==> src/rtl/fetch_pkg.sv <==
// Shared defaults and elaboration helpers for the instruction fetch unit.
package fetch_pkg;

  localparam int DEF_ADDR_W    = 10;
  localparam int DEF_DATA_W    = 32;
  localparam int DEF_DEPTH     = 4;
  localparam int DEF_FLASH_LAT = 1;
  localparam int DEF_RESET_PC  = 0;

  // Ceiling log2; clog2(1) = 0.
  function automatic int clog2(input int value);
    int result;
    int v;
    result = 0;
    v = value - 1;
    while (v > 0) begin
      result = result + 1;
      v = v >> 1;
    end
    return result;
  endfunction

endpackage

==> src/rtl/sync_fifo.sv <==
// Single-clock FIFO with flush and occupancy count; the output holds the last
// head value while empty.
module sync_fifo
  import fetch_pkg::*;
#(
  parameter int DEPTH = DEF_DEPTH,
  parameter int WIDTH = DEF_DATA_W + DEF_ADDR_W
) (
  input  logic                          clk,
  input  logic                          rst,
  input  logic                          push,
  input  logic [WIDTH-1:0]              din,
  input  logic                          pop,
  input  logic                          flush,
  output logic                          valid,
  output logic [WIDTH-1:0]              dout,
  output logic [clog2(DEPTH+1)-1:0]     count
);

  localparam int AW = clog2(DEPTH);
  localparam int CW = clog2(DEPTH + 1);

  logic [WIDTH-1:0] mem [DEPTH];
  logic [AW-1:0]    rd_ptr;
  logic [AW-1:0]    wr_ptr;
  logic [WIDTH-1:0] hold;
  logic             do_push;
  logic             do_pop;

  assign valid   = (count != '0);
  assign do_pop  = pop && valid && !flush;
  assign do_push = push && !flush && ((count != CW'(DEPTH)) || do_pop);
  assign dout    = valid ? mem[rd_ptr] : hold;

  always_ff @(posedge clk) begin
    if (!rst) begin
      rd_ptr <= '0;
      wr_ptr <= '0;
      count  <= '0;
      hold   <= '0;
    end else begin
      // dout already equals hold when empty, so this keeps the last head.
      hold <= dout;
      if (flush) begin
        rd_ptr <= '0;
        wr_ptr <= '0;
        count  <= '0;
      end else begin
        if (do_push) wr_ptr <= wr_ptr + AW'(1);
        if (do_pop)  rd_ptr <= rd_ptr + AW'(1);
        if (do_push && !do_pop)      count <= count + CW'(1);
        else if (!do_push && do_pop) count <= count - CW'(1);
      end
    end
  end

  always_ff @(posedge clk) begin
    if (do_push) mem[wr_ptr] <= din;
  end

endmodule

==> src/rtl/fetch_unit.sv <==
// Instruction fetch: PC sequencing, credit-based flash request issue, in-flight
// tag pipeline and an instruction queue in front of the consumer.
module fetch_unit
  import fetch_pkg::*;
#(
  parameter int ADDR_W    = DEF_ADDR_W,
  parameter int DATA_W    = DEF_DATA_W,
  parameter int DEPTH     = DEF_DEPTH,
  parameter int FLASH_LAT = DEF_FLASH_LAT,
  parameter int RESET_PC  = DEF_RESET_PC
) (
  input  logic                          clk,
  input  logic                          rst,
  output logic                          flash_rd,
  output logic [ADDR_W-1:0]             flash_addr,
  input  logic [DATA_W-1:0]             flash_data,
  input  logic                          br_take,
  input  logic [ADDR_W-1:0]             br_target,
  input  logic                          stall,
  input  logic                          ir_ready,
  output logic                          ir_valid,
  output logic [DATA_W-1:0]             ir_data,
  output logic [ADDR_W-1:0]             ir_pc,
  output logic [clog2(DEPTH+1)-1:0]     level
);

  localparam int LVL_W = clog2(DEPTH + 1);
  localparam int CRD_W = LVL_W + 1;

  logic [ADDR_W-1:0]        pc;
  logic                     tag_vld [FLASH_LAT];
  logic [ADDR_W-1:0]        tag_pc  [FLASH_LAT];
  logic [CRD_W-1:0]         in_flight;
  logic [CRD_W-1:0]         credit_used;
  logic                     pop;
  logic                     arrive;
  logic                     issue;
  logic [DATA_W+ADDR_W-1:0] head;

  assign pop    = ir_valid && ir_ready;
  assign arrive = tag_vld[FLASH_LAT-1];

  // The slot freed by this cycle's pop is credited immediately so that
  // DEPTH = FLASH_LAT+1 still sustains one word per cycle.
  always_comb begin
    in_flight = '0;
    for (int i = 0; i < FLASH_LAT; i++) begin
      in_flight = in_flight + CRD_W'(tag_vld[i]);
    end
    credit_used = CRD_W'(level) + in_flight - CRD_W'(pop);
    issue       = rst && !stall && !br_take && (credit_used < CRD_W'(DEPTH));
  end

  assign flash_rd   = issue;
  assign flash_addr = pc;

  always_ff @(posedge clk) begin
    if (!rst) begin
      pc <= ADDR_W'(RESET_PC);
      for (int i = 0; i < FLASH_LAT; i++) begin
        tag_vld[i] <= 1'b0;
        tag_pc[i]  <= '0;
      end
    end else begin
      if (br_take)    pc <= br_target;
      else if (issue) pc <= pc + ADDR_W'(1);
      // issue is already low under br_take, so stage 0 clears with the rest.
      tag_vld[0] <= issue;
      tag_pc[0]  <= pc;
      for (int i = 1; i < FLASH_LAT; i++) begin
        tag_vld[i] <= br_take ? 1'b0 : tag_vld[i-1];
        tag_pc[i]  <= tag_pc[i-1];
      end
    end
  end

  sync_fifo #(
    .DEPTH (DEPTH),
    .WIDTH (DATA_W + ADDR_W)
  ) u_queue (
    .clk   (clk),
    .rst   (rst),
    .push  (arrive),
    .din   ({tag_pc[FLASH_LAT-1], flash_data}),
    .pop   (pop),
    .flush (br_take),
    .valid (ir_valid),
    .dout  (head),
    .count (level)
  );

  assign ir_pc   = head[DATA_W +: ADDR_W];
  assign ir_data = head[DATA_W-1:0];

endmodule

==> config.mk <==
export PLATFORM = sky130hd
export DESIGN_NAME = fetch_unit
export DESIGN_NICKNAME = d
export VERILOG_FILES = /design/src/rtl/fetch_pkg.sv /design/src/rtl/sync_fifo.sv /design/src/rtl/fetch_unit.sv
export SDC_FILE = /design/constraint.sdc
export NUM_CORES = 1
export LEC_CHECK = 0
export CORE_MARGIN = 2
export CORE_UTILIZATION = 31
export DETAILED_ROUTE_END_ITERATION = 6
export PLACE_DENSITY = 0.55
export SETUP_SLACK_MARGIN = 0.5
export SYNTH_ARGS = -nofsm -noshare
export SYNTH_HDL_FRONTEND = slang
export SYNTH_SLANG_ARGS = --single-unit
export TNS_END_PERCENT = 20
==> constraint.sdc <==
create_clock -name clk -period 3.26 [get_ports clk]
set_input_delay 0.652 -clock clk [delete_from_list [all_inputs] [get_ports clk]]
set_output_delay 0.652 -clock clk [all_outputs]
set_load 0.01 [all_outputs]
==> results of run 1 <==
[cells by family (layout without fill, tap and decap cells)]
kind of cell	after synthesis	count (layout)	share of synthesized area [%]
xor gates and xnor gates	13	13	1.25
buffers and inverters	36	183	1.55
and+or+nand+nor	90	90	5.88
adders and majority gates	10	10	1.45
DFF	240	240	71.1
muxes	87	87	15.9
AOI/OAI and AO/OA	31	31	2.91
[layer usage]
metal	part of all wire, %	wire (um)
met5	0	0
met4	1.4	252
met3	6.6	1200
met2	47	8630
met1	45	8230
[final timing paths]
check | end | slack (ps) | cells past startpoint
min reg2reg | u_queue.mem[2][38] | 480 | 0
max | flash_rd | -50 | 10
min | u_queue.mem[2][38] | 480 | 0
max reg2reg | flash_addr[7] | 600 | 11
[what timing repair did]
| item | 4_1_cts | 5_1_grt |
|---|---|---|
| endpoints found under the setup margin | 50 | 47 |
| gates resized for setup | 10 | 1 |
| pin swaps | 0 | 2 |
[cells in the final DEF (no fill, tap or decap), drive strengths merged, types with 9 or more instances in the layout]
master / Yosys / layout
edfxtp: 168 / 168
clkdlybuf4s50: 0 / 101
dfxtp: 72 / 72
and2: 57 / 57
mux4: 42 / 42
mux2: 42 / 42
clkbuf: 17 / 35
buf: 9 / 24
a21oi: 13 / 13
clkinv: 1 / 13
xnor2: 10 / 10
o21ai: 10 / 10
inv: 9 / 9
ha: 9 / 9
[cells in the mapped netlist (4+ instances only)]
cell / n
xnor2_1: 10
clkbuf_1: 17
mux4_2: 42
nand3_1: 4
nand2_1: 4
mux2_2: 42
dfxtp_1: 72
edfxtp_1: 168
nor2_1: 7
buf_2: 5
inv_1: 9
ha_1: 9
a21oi_1: 12
o21ai_0: 9
and2_1: 56
nand2b_1: 5
buf_1: 4
[power groups by stage]
stage | combinational, W | sequential [W] | clock (W)
final | 0.000398 | 0.00333 | 0.00269
after global routing | 0.000432 | 0.00334 | 0.00290
after CTS | 0.000407 | 0.00333 | 0.00279
after detailed placement | 0.000403 | 0.00340 | 0
after global placement | 0.000395 | 0.00339 | 0
after floorplan | 0.000179 | 0.00340 | 0
[metrics by stage]
step                      hold WS [ps]  setup slack (ps)  instances  setup TNS (ps)
after floorplan                    438              86.5        507               0
after CTS                          486             -81.5       1038           -81.5
after detailed placement           473              -431        990            -431
final                              481             -48.9       1038           -48.9
after global routing               503              -159       1038            -241
after global placement             447              -391        990            -391
[state kept, by name, indices dropped and copies added (netlist names), named ones only]
register / cells
tag_vld: 1
u_queue.wr_ptr: 2
u_queue.rd_ptr: 2
tag_pc: 10
u_queue.hold: 42
u_queue.count: 3
flash_addr: 10
u_queue.mem: 168
[worst reg2reg max path, stage by stage, from the launching register on]
cell and delay, ps:
dfxtp_1 310, or3_4 380, and2_4 170, ha_1 180
inv_1 50, ha_1 210, and3b_1 190, a211o_4 280
buf_4 190, a2111oi_4 370, xnor2_1 160, a21oi_1 80
[final cells by class]
type                            count  area, sq um
Sequential cell                   240         6490
Tap cell                          384          480
Fill cell                        2637        17300
Clock inverter                     13         63.8
Multi-Input combinational cell    231         2530
Timing Repair Buffer              125         1260
Clock buffer                       35          726
Inverter                           10         37.5
==> results.md, run 1 <==
- Synth top area share: 55.3%
- Type of the worst min-delay path: register to register
- Crit-path slowest cell: or3_4
- Clock Path Buffers: 3
- Clk Latency, worst-skew pair: 520 ps
- Initial core utilization: approximately a third
- Peak VDD IR: 0.325 mV
- Failing checks: setup timing
- Post-synth ARST share: 0%
- Crit Path Max Fanout: 2
- Layout Nets: 691
- Post-DRT Antenna Nets: 0
- Boundary Pins: 104
- Post-synth EDFFs: 168
- Worst path arrival time: 2660 ps
- Worst path most repeated cell: ha_1
- Switching portion of total power: between 20% and 30%
- Iter 0 DRT Violations: between 200 and 300
- Die Y: ~180 um
- HPWL Detailed: 11000 um
- Lkg Pwr: 3.85 nW
- Max Cap Viol: 0
- Syn_area_per_cell: about 18 sq um
- GRT busiest layer: met2
- Cell family with most CP delay: simple AND/OR/NAND/NOR gates
- Grt ovf: 0
- Worst Setup Start Kind: register
- Die Wd: around 180 um
- Port Buffer Count: 103
- Internal power: 0.00509 W
- Post-synthesis sequential area ratio: around 71%
- Yosys warning count: 0
- Clock sink count: 240
- Required time of the critical path: 2610 ps
- Power per cell area: 554 mW/mm^2
- Core area: 0.0289 sq mm
- CTS tree: done
- Synth Flop Type: edfxtp_1
- Rows: 62
- First-pass GRT wire length: between 20000 and 30000 um
- Met1 Use GR: 16.0%
- F_max: 302 MHz
- Slew headroom: 52.9%
- Vias in the first global route: around 5100
- Vias per inst: 4.55
- Ant. Diodes: 0
- HP Start: tag_pc[0][6]
- Routed WL: 18300 um
- Clock share of power: 41.9%
- Post-CTS setup buffer count: 0
- Comb power frac: 6.2%
- Remaining DRCs: 0
- Num CTS Buffers: 26
- Synth area leader: edfxtp_1
- Vias: ~4700
- Finished Core Util: 40.2%
- Post-placement cell area: 0.0108 sq mm
- Final Cell Area: 0.0116 sq mm
- Drt wl/cell: about 18 um
- Number of synthesized register bits: 240
- CP Cell Sequence: or3_4, and2_4, ha_1, inv_1, ha_1, and3b_1, a211o_4, a21oi_4, nor2b_4, buf_6
- Gp weighted congestion: about 0.75
- Outcome: finished, violations left
- Synth Instances: 507
- Largest net degree at the start of global routing: 63
- Worst Max-Slew Pin Slew: between 700 and 800 ps
- RSZ-0062 raised after global routing: yes
- Final WS setup: -48.9 ps
- Cell area after synthesis: 0.00913 sq mm
- Buf+Inv Stages, Crit Path: 2
- Met3 Track Usage GR: 2.77%
- Top cells by area, synth: edfxtp_1, dfxtp_1, mux4_2, mux2_2, and2_1
- P_sw: 0.00134 W
- Total power: 0.00643 W
- Reg clk slew, reported paths: 60 ps
- CTS Hold Bufs: 0
- Final Max Slew Viols: 0
- Global Route Usage Sum: 12.0%
- Synth cell types: 38
- Critical path type: register to primary output
- FF-to-FF Start: u_queue.count[0]
- Die area: 0.0308 sq mm
- Skew final: 15.0 ps
- Synth-to-layout area growth: 27.0%
- Net Count, Synth: 564
- Final setup violation count: 1
- Max H-tree Level: 1
- Global Route met2 Usage: between 10% and 20%
- Initial antenna violation count: 0
- Final period utilization: 101%
- Root buffer cell: clkbuf_16
- Crit path time final: 3310 ps
- Hold Fails Final Rpt: 0
- Layout cells sized above 1: 24.5%
- CP endpoint kind: primary output
- First-pass DRT Iterations: 4
- Max incr delay on CP: 380 ps
- Seq pwr share: about 52%
- Worst setup path startpoint: u_queue.count[0]
No activity file was read; power rests on OpenSTA's default activity.
==> inputs of run 2 (changes only) <==
--- a/config.mk
+++ b/config.mk
@@ -7,6 +7,7 @@
 export LEC_CHECK = 0
 export CORE_MARGIN = 2
 export CORE_UTILIZATION = 31
+export CTS_BUF_LIST = sky130_fd_sc_hd__clkbuf_4 sky130_fd_sc_hd__clkbuf_8
 export DETAILED_ROUTE_END_ITERATION = 6
 export PLACE_DENSITY = 0.55
 export SETUP_SLACK_MARGIN = 0.5
==> run 2 against run 1 <==
The flow still finishes with violations (setup timing). Critical path depth is the same. Count of clock-buffer cells in the layout grew 24. Die area is the same. Sequential power is essentially flat. Combinational power is essentially flat. Wire length grew 1.1%. Worst hold slack lost 8.2 ps. Sequential share of layout area shrank 0.31 points. Register-to-register slack is essentially flat. Fmax grew 0.35%.
==> results.md, run 2 (synthesized netlist as in run 1, its figures left out) <==
- Iter 0 DRT Violations: 238 (was 279)
- FF-to-FF Start: u_queue.count[0] (unchanged)
- Grt ovf: 0 (unchanged)
- Core area: 0.0289 sq mm (unchanged)
- Critical path type: register to primary output (unchanged)
- Rows: 62 (unchanged)
- PostCTS Resize Cnt: 10 (unchanged)
- Skew final: 30.0 ps (was 15.0 ps)
- Routed WL: 18500 um (was 18300 um)
- Non-Filler Instances: 1067 (was 1038)
- Clock share of power: 42.4% (was 41.9%)
- Post-CTS setup buffer count: 0 (unchanged)
- Power per cell area: 556 mW/mm^2 (was 554 mW/mm^2)
- Die Y: 176 um (unchanged)
- Clk Latency, worst-skew pair: 520 ps (about the same)
- First-pass GRT wire length: 28800 um (was 28500 um)
- Total power: 0.00648 W (was 0.00643 W)
- Crit Path Max Fanout: 2 (unchanged)
- Hold Fails Final Rpt: 0 (unchanged)
- Die area: 0.0308 sq mm (unchanged)
- Worst Setup Start Kind: register (unchanged)
- Required time of the critical path: 2610 ps (about the same)
- F_max: 303 MHz (was 302 MHz)
- Top Registers: u_queue.mem x168, u_queue.hold x42 (unchanged)
- Critical path depth: 10 (unchanged)
- Vias per inst: 4.49 (was 4.55)
- Final WS setup: -37.2 ps (was -48.9 ps)
- Synth-to-layout area growth: 27.7% (was 27.0%)
- Gp weighted congestion: 0.747 (unchanged)
- Max H-tree Level: 2 (was 1)
- Most frequent cells in the layout: edfxtp_1, clkdlybuf4s50_1, dfxtp_1, and2_1, clkbuf_8 (was edfxtp_1, clkdlybuf4s50_1, dfxtp_1, and2_1)
- RSZ-0062 raised after global routing: yes (unchanged)
- Worst setup path startpoint: u_queue.count[0] (unchanged)
- Biggest register: u_queue.mem (unchanged)
- CTS tree: done (unchanged)
- Internal power: 0.00510 W (was 0.00509 W)
- Largest net degree at the start of global routing: 63 (unchanged)
- Type of the worst min-delay path: register to register (unchanged)
- HPWL Detailed: 11000 um (unchanged)
- Post-DRT Antenna Nets: 0 (unchanged)
- P_sw: 0.00137 W (was 0.00134 W)
- Vias in the first global route: 5224 (was 5053)
- Outcome: finished, violations left (unchanged)
- Initial core utilization: 31.6% (unchanged)
- Initial antenna violation count: 0 (unchanged)
- Layout cells sized above 1: 28.2% (was 24.5%)
- CTS Hold Bufs: 0 (unchanged)
- Worst path arrival time: 2650 ps (was 2660 ps)
- Buf+Inv Stages, Crit Path: 2 (unchanged)
- Worst Max-Slew Pin Slew: 703 ps (was 706 ps)
- Worst hold stages: 0 (unchanged)
- Max FFs per register: 168 (unchanged)
- Seq pwr share: 51.5% (was 51.9%)
- Placed cell count: 990 (unchanged)
- Lkg Pwr: 3.92 nW (was 3.85 nW)
- Vias: 4787 (was 4724)
- Pre-CTS setup slack: -431 ps (unchanged)
- Reg clk slew, reported paths: 60 ps (about the same)
- Drt wl/cell: 17.4 um (was 17.6 um)
- Switching portion of total power: 21.2% (was 20.8%)
- Cell family with most CP delay: simple AND/OR/NAND/NOR gates (unchanged)
- CP Cell Sequence: or3_4, and2_4, ha_1, inv_1, ha_1, and3b_1, a211o_4, a21oi_4, nor2b_4, buf_6 (unchanged)
- Crit path time final: 3300 ps (was 3310 ps)
- Final Max Slew Viols: 0 (unchanged)
- Remaining DRCs: 0 (unchanged)
- Num CTS Buffers: 42 (was 26)
- Global Route Usage Sum: 12.2% (was 12.0%)
- Worst Reg-to-Reg Cells: 11 (unchanged)
- Die Wd: 176 um (unchanged)
- Clock Path Buffers: 3 (unchanged)
- Slew headroom: 53.1% (was 52.9%)
- Boundary Pins: 104 (unchanged)
- Comb power frac: 6.1% (was 6.2%)
- Crit-path slowest cell: or3_4 (unchanged)
- Root buffer cell: clkbuf_8 (was clkbuf_16)
- First-pass DRT Iterations: 7 (was 4)
- CP endpoint kind: primary output (unchanged)
- Port Buffer Count: 103 (unchanged)
- Final period utilization: 101% (about the same)
- Worst path most repeated cell: ha_1 (unchanged)
- Final setup violation count: 1 (unchanged)
- Most common cell after layout, fill and taps aside: edfxtp_1 (unchanged)
- Clock sink count: 240 (unchanged)
- Max Cap Viol: 0 (unchanged)
- Layout Nets: 707 (was 691)
- Peak VDD IR: 0.368 mV (was 0.325 mV)
- HP Start: tag_pc[0][6] (unchanged)
- Failing checks: setup timing (unchanged)
- Max incr delay on CP: 380 ps (about the same)
## run 2: cell count changes in the layout (fill, tap and decap cells not counted), moves of 2 or more
cell / change
clkbuf_1: -6
clkbuf_16: -27
clkbuf_4: +10
clkbuf_8: +47
clkinv_2: +2
## run 2: routing by layer
metal,track usage (%),share of wire (%),vias to the layer above,wire length (um)
li1,-,-,2221,-
met1,16.0,46,2413,8480
met2,20.0,47,117,8690
met3,2.99,5.1,36,952
met4,4.30,2.1,0,398
met5,0,0,-,0
## run 2: metrics by stage
stage / hold slack [ps] / setup TNS, ps / utilization, % / area [sq um]
after global routing: 492 / -523 / 40.4 / 11700
final: 472 / -37.2 / 40.4 / 11700
after floorplan: 438 / 0 / - / 9140
after CTS: 478 / -78.7 / 40.4 / 11700
after global placement: 447 / -391 / 37.4 / 10800
after detailed placement: 473 / -431 / 37.4 / 10800
## run 2: layout make-up
class,instances,area [sq um]
sequential,240,6490
antenna,1,2.50
timing repair buffer,125,1260
fill,2635,17200
clock buffer,59,749
inverter,10,37.5
clock inverter,17,108
tap,384,480
multi-input combinational,231,2520
## run 2: power groups by stage
stage                     clock (W)  combinational (W)  sequential (W)
after floorplan                   0           0.000179         0.00340
final                       0.00274           0.000398         0.00333
after CTS                   0.00285           0.000407         0.00333
after global placement            0           0.000395         0.00339
after global routing        0.00299           0.000431         0.00334
after detailed placement          0           0.000403         0.00340
## run 2: path summary, 6_finish.rpt
kind | slack (ps) | end
worst min register to register | 470 | u_queue.mem[2][38]
worst min-delay path | 470 | u_queue.mem[2][38]
worst max-delay path | -40 | flash_rd
worst max register to register | 610 | flash_addr[9]
